**config.mk**
```make
export PLATFORM = sky130hd
export DESIGN_NAME = fp16_divider_seq_flat
export DESIGN_NICKNAME = d
export VERILOG_FILES = /design/src/rtl/fp16_divider_seq_if.sv /design/src/rtl/fp16_divider_seq.sv /design/src/flat_wrapper.sv
export SDC_FILE = /design/constraint.sdc
export NUM_CORES = 1
export LEC_CHECK = 0
export ABC_AREA = 1
export BUFFER_PORTS_ARGS = -buffer_cell sky130_fd_sc_hd__clkbuf_2
export CORE_MARGIN = 3
export CORE_UTILIZATION = 50
export DETAILED_ROUTE_END_ITERATION = 8
export PLACE_DENSITY = 0.7
export SLEW_MARGIN = 10
export SYNTH_ARGS = -nofsm -noshare
export SYNTH_HDL_FRONTEND = slang
export SYNTH_SLANG_ARGS = --single-unit
```
**constraint.sdc**
```tcl
create_clock -name clk -period 6.1 [get_ports clk]
set_input_delay 0.305 -clock clk [delete_from_list [all_inputs] [get_ports clk]]
set_output_delay 0.305 -clock clk [all_outputs]
set_load 0.05 [all_outputs]
```
**src/rtl/fp16_divider_seq_if.sv**
```systemverilog
// fp16_divider_seq_if: request/response bundle for the sequential FP16 divider
interface fp16_divider_seq_if;
    logic [15:0] dividend;
    logic [15:0] divisor;
    logic        start;
    logic        clear;
    logic        busy;
    logic        valid;
    logic [15:0] result;
    logic        div_by_zero;
    modport master (output dividend, divisor, start, clear, input busy, valid, result, div_by_zero);
    modport slave (input dividend, divisor, start, clear, output busy, valid, result, div_by_zero);
endinterface

```
**src/rtl/fp16_divider_seq.sv**
```systemverilog
// fp16_divider_seq: sequential FP16 divider, 13-cycle restoring mantissa division
// followed by one normalise/round cycle; subnormals flush to zero.
module fp16_divider_seq #(
    parameter bit ROUND_NEAREST = 1'b1
) (
    input logic clk,
    input logic reset,
    fp16_divider_seq_if.slave bus
);
    typedef enum logic [1:0] {IDLE, DIV, NORM, DONE} state_t;
    state_t state;
    logic [3:0] cnt;
    logic [11:0] rem;
    logic [12:0] q;
    logic [10:0] mb;
    logic sign;
    logic signed [6:0] qexp;
    logic [4:0] ea, eb;
    logic sgn, nan_case, dbz_case, zero_case, special, accept;
    logic [15:0] special_res;
    logic signed [6:0] exp_init;
    logic ge;
    logic [11:0] rem_diff;
    logic [12:0] qn;
    logic signed [6:0] en, ef;
    logic guard, sticky, rnd;
    logic [10:0] m11;
    logic [15:0] norm_res;
    assign ea = bus.dividend[14:10];
    assign eb = bus.divisor[14:10];
    assign sgn = bus.dividend[15] ^ bus.divisor[15];
    assign nan_case = (ea == 5'd31) || (eb == 5'd31);
    assign dbz_case = eb == 5'd0;
    assign zero_case = ea == 5'd0;
    assign special = nan_case || dbz_case || zero_case;
    assign special_res = nan_case ? 16'h7E00 : dbz_case ? {sgn, 15'h7C00} : 16'h0000;
    assign exp_init = $signed({2'b00, ea}) - $signed({2'b00, eb}) + 7'sd15;
    assign accept = bus.start && (state == IDLE || state == DONE);
    assign ge = rem >= {1'b0, mb};
    assign rem_diff = ge ? rem - {1'b0, mb} : rem;
    // Quotient lies in (0.5, 2): at most one left shift normalises it.
    assign qn = q[12] ? q : {q[11:0], 1'b0};
    assign en = q[12] ? qexp : qexp - 7'sd1;
    assign guard = qn[1];
    assign sticky = (|rem) | qn[0];
    assign rnd = ROUND_NEAREST && guard && (sticky || qn[2]);
    assign m11 = {1'b0, qn[11:2]} + {10'd0, rnd};
    assign ef = m11[10] ? en + 7'sd1 : en;
    assign norm_res = ef >= 7'sd31 ? {sign, 15'h7C00} : ef <= 7'sd0 ? 16'h0000 : {sign, ef[4:0], m11[9:0]};
    always_ff @(posedge clk or posedge reset) begin
        if (reset) begin
            state <= IDLE;
            cnt <= 4'd0;
            rem <= 12'd0;
            q <= 13'd0;
            mb <= 11'd0;
            sign <= 1'b0;
            qexp <= 7'sd0;
            bus.busy <= 1'b0;
            bus.valid <= 1'b0;
            bus.result <= 16'h0000;
            bus.div_by_zero <= 1'b0;
        end else if (accept) begin
            cnt <= 4'd0;
            rem <= {2'b01, bus.dividend[9:0]};
            q <= 13'd0;
            mb <= {1'b1, bus.divisor[9:0]};
            sign <= sgn;
            qexp <= exp_init;
            state <= special ? DONE : DIV;
            bus.busy <= !special;
            bus.valid <= special;
            bus.result <= special ? special_res : 16'h0000;
            bus.div_by_zero <= special && !nan_case && dbz_case;
        end else if (bus.clear) begin
            state <= IDLE;
            cnt <= 4'd0;
            bus.busy <= 1'b0;
            bus.valid <= 1'b0;
            bus.result <= 16'h0000;
            bus.div_by_zero <= 1'b0;
        end else if (state == DIV) begin
            q <= {q[11:0], ge};
            rem <= rem_diff << 1;
            cnt <= cnt == 4'd12 ? 4'd0 : cnt + 4'd1;
            state <= cnt == 4'd12 ? NORM : DIV;
        end else if (state == NORM) begin
            state <= DONE;
            bus.busy <= 1'b0;
            bus.valid <= 1'b1;
            bus.result <= norm_res;
        end
    end
endmodule

```
**src/flat_wrapper.sv**
```systemverilog
// flat-port wrapper written by rule: the top's interface ports become plain ports
module fp16_divider_seq_flat 
#(
    parameter bit ROUND_NEAREST = 1'b1
)
  (clk, reset, bus_dividend, bus_divisor, bus_start, bus_clear, bus_busy, bus_valid, bus_result, bus_div_by_zero);
  fp16_divider_seq_if bus_i ();
  input logic clk;
  input logic reset;
  input wire logic [$bits(bus_i.dividend)-1:0] bus_dividend;
  input wire logic [$bits(bus_i.divisor)-1:0] bus_divisor;
  input wire logic [$bits(bus_i.start)-1:0] bus_start;
  input wire logic [$bits(bus_i.clear)-1:0] bus_clear;
  output wire logic [$bits(bus_i.busy)-1:0] bus_busy;
  output wire logic [$bits(bus_i.valid)-1:0] bus_valid;
  output wire logic [$bits(bus_i.result)-1:0] bus_result;
  output wire logic [$bits(bus_i.div_by_zero)-1:0] bus_div_by_zero;
  assign bus_i.dividend = bus_dividend;
  assign bus_i.divisor = bus_divisor;
  assign bus_i.start = bus_start;
  assign bus_i.clear = bus_clear;
  assign bus_busy = bus_i.busy;
  assign bus_valid = bus_i.valid;
  assign bus_result = bus_i.result;
  assign bus_div_by_zero = bus_i.div_by_zero;
  fp16_divider_seq #(.ROUND_NEAREST(ROUND_NEAREST)) u_core (.clk(clk), .reset(reset), .bus(bus_i));
endmodule
```
==> flow_summary.json <==
{
  "layout_common_cells": "140 x nand2_1, 85 x inv_1, 69 x dfrtp_1",
  "synth.avg_cell_area_sq_um": 7.58,
  "avgRoutedWirePerCell_microns": 13.2,
  "ys_warn_count": 0,
  "critPathArrivalTime_ns": 4.28,
  "clk_pin_slew_worst_paths_ns": 0.08,
  "cts-root-buf": "clkbuf_8",
  "grt_util_all_layers_pct": 21.1,
  "placed_cell_area_sq_mm": 0.00495,
  "syn_to_final_growth_pct": 12.0,
  "rsz0062_at_grt": "false",
  "synth_fp_nets": 669,
  "grt_pass1_vias": 3921,
  "hold_depth": 3,
  "worstRegToRegCells": 11,
  "final_cell_count_no_fill": 771,
  "period_share_pct": 66.3,
  "fin_nets": 721,
  "cp-end-kind": "register",
  "synth-edff-count": 0,
  "drv_cap": 0,
  "holdPathEnd": "u_core.mb[0]$_DFFE_PP0P_",
  "worst_slew_pin_slew_ns": 0.863,
  "hold_violations": 0,
  "min_path_type": "primary input to register",
  "dieHeight_microns": 102,
  "ys_ff_latch": 69,
  "vias": 4059,
  "clk_latency_ns": 0.34,
  "antenna_cells": 0,
  "post-cts-setup-buffer-count": 0,
  "cts.sinks": 69,
  "synth-async-reset-ratio_pct": 100,
  "synthFlopType": "dfrtp_1",
  "r2r_start": "u_core.state[0]$_DFFE_PP0P_",
  "netlist_area_sq_mm": 0.00460,
  "yosysUniqueCellTypes": 49,
  "p_int_mw": 1.27,
  "hold_buffers": 0,
  "start_util_pct": 52.0,
  "die_x_microns": 102,
  "io_pins": 55,
  "crit_start": "u_core.state[0]$_DFFE_PP0P_",
  "grt_start_max_net_pins": 70,
  "grt_pass1_wl_mm": 17.6,
  "crit_fanout": 24,
  "drtAntennaViolNets": 0,
  "port_buffers": 54,
  "status": "finished, final reports clean",
  "die_area_sq_mm": 0.0104,
  "cts_resized": 0,
  "layout-drive-gt1-share_pct": 18.1,
  "max_freq_mhz": 247,
  "ir_drop_mv": 0.275,
  "finalSetupTns_ns": 0,
  "synth_cells": 607,
  "p_leak_nw": 2.57,
  "antenna_found_initial": 0,
  "fin_util_pct": 58.2,
  "min-delay-start": "bus_divisor[0]",
  "synth-seq-area-share_pct": 37.5,
  "clockPowerShare_pct": 15.5,
  "fin_crit_ns": 4.05,
  "regToRegEndpoint": "u_core.bus.valid$_DFFE_PP0P_",
  "p_sw_mw": 1.22,
  "overflow": 0,
  "finClkSkew_ns": 0.00532,
  "cts_tree": "done",
  "setup.worst_path.class": "register to register",
  "first_pass_iters": 4,
  "stdcell_area_sq_mm": 0.00515,
  "p_sw_share_pct": 48.9,
  "via_per_inst": 5.26,
  "clk_path_buf_depth": 2,
  "pwr_density_cell_mw_per_mm2": 484,
  "p_comb_share_pct": 56.5,
  "slew_viol_final": 0,
  "drt_iter0_markers": 106,
  "htree_levels": 3,
  "place.gp.congestion": 0.862,
  "dp_cells": 756,
  "r2r_slack_ns": 2.05,
  "sequentialPowerShare_pct": 28.0,
  "core_sq_mm": 0.00885,
  "whs_ns": 0.158,
  "relSlewSlack_pct": 42.3,
  "wl_mm": 10.2,
  "route.detailed.drc": 0,
  "start_kind": "register",
  "critPathRequiredTime_ns": 6.33,
  "place_hpwl_mm": 7.60,
  "cts_buffers": 9,
  "setup_viol": 0,
  "final_common_cell": "nand2_1",
  "rows": 34
}
-- worst max-delay path, cell delays in order (launching register included) --
cell and delay, ns:
dfrtp_1 0.35, inv_1 0.06, ha_1 0.28, nand2_1 0.57
clkinv_1 0.20, nor2_1 0.70, inv_1 0.14, nor2_1 0.28
inv_1 0.36, nand2_1 0.51, inv_1 0.25, o22a_1 0.25
-- sequential cells by signal, indices dropped and copies added, names as in the netlist --
register	cells
u_core.bus.busy	1
u_core.sign	1
u_core.cnt	4
u_core.rem	12
u_core.q	13
u_core.mb	11
u_core.bus.valid	1
u_core.bus.div_by_zero	1
u_core.bus.result	16
u_core.state	2
u_core.qexp	7
-- synthesized netlist by cell type (11+ instances only) --
master,n,share of area (%)
nand2_1,140,11
nor2_1,42,3.4
nand3_1,28,3.0
o21ai_0,46,5.0
o22ai_1,13,1.8
clkbuf_1,11,0.90
ha_1,24,6.5
xor2_1,17,3.2
o21ai_2,12,2.3
dfrtp_1,69,38
inv_1,86,7.0
a21oi_1,32,3.5
-- cell type report --
cell class	count	area [sq um]
Fill cell	850	3700
Multi-Input combinational cell	429	2450
Sequential cell	69	1730
Inverter	94	353
Timing Repair Buffer	56	285
Clock buffer	11	151
Tap cell	108	135
Clock inverter	4	47.5
-- per-layer routing --
layer | global-route usage [%] | wire length, microns | vias up
li1 | - | - | 2086
met1 | 27.5 | 4790 | 1889
met2 | 35.8 | 4910 | 72
met3 | 4.23 | 382 | 12
met4 | 6.16 | 121 | 0
met5 | 0 | 0 | -
-- logic make-up (layout without fill, tap and decap cells) --
group / Yosys count / in the layout / share of synthesized area [%]
fa+ha+maj: 26 / 26 / 7.40
compound gates: 130 / 130 / 17.2
xor+xnor: 22 / 22 / 4.19
buf+inv: 109 / 165 / 9.17
simple gates: 251 / 251 / 24.5
flops: 69 / 69 / 37.5
-- worst max path at each step --
| stage | endpoint | slack, ns | depth (start not counted) |
|---|---|---|---|
| finish | u_core.bus.valid$_DFFE_PP0P_ | 2.05 | 11 |
| global route | u_core.bus.valid$_DFFE_PP0P_ | 1.56 | 11 |
| CTS | u_core.bus.valid$_DFFE_PP0P_ | 2.06 | 11 |
| detailed placement | u_core.bus.valid$_DFFE_PP0P_ | 2.08 | 11 |
| global placement | u_core.bus.valid$_DFFE_PP0P_ | 2.26 | 11 |
| floorplan | u_core.bus.result[0]$_DFFE_PP0P_ | 3.67 | 15 |
-- per-stage QoR --
stage	total power, mW	worst slack, ns
3_3_place_gp	2.06	2.26
2_1_floorplan	1.80	3.67
5_1_grt	2.74	1.56
3_5_place_dp	2.10	2.08
4_1_cts	2.50	2.06
6_report	2.49	2.05
-- power by group through the flow --
stage	combinational [mW]	sequential (mW)	clock (mW)
after floorplan	1.03	0.769	0
after global placement	1.36	0.699	0
after detailed placement	1.40	0.706	0
after CTS	1.41	0.698	0.393
after global routing	1.60	0.717	0.417
final	1.41	0.700	0.386
Power figures use the tool's default switching activity.
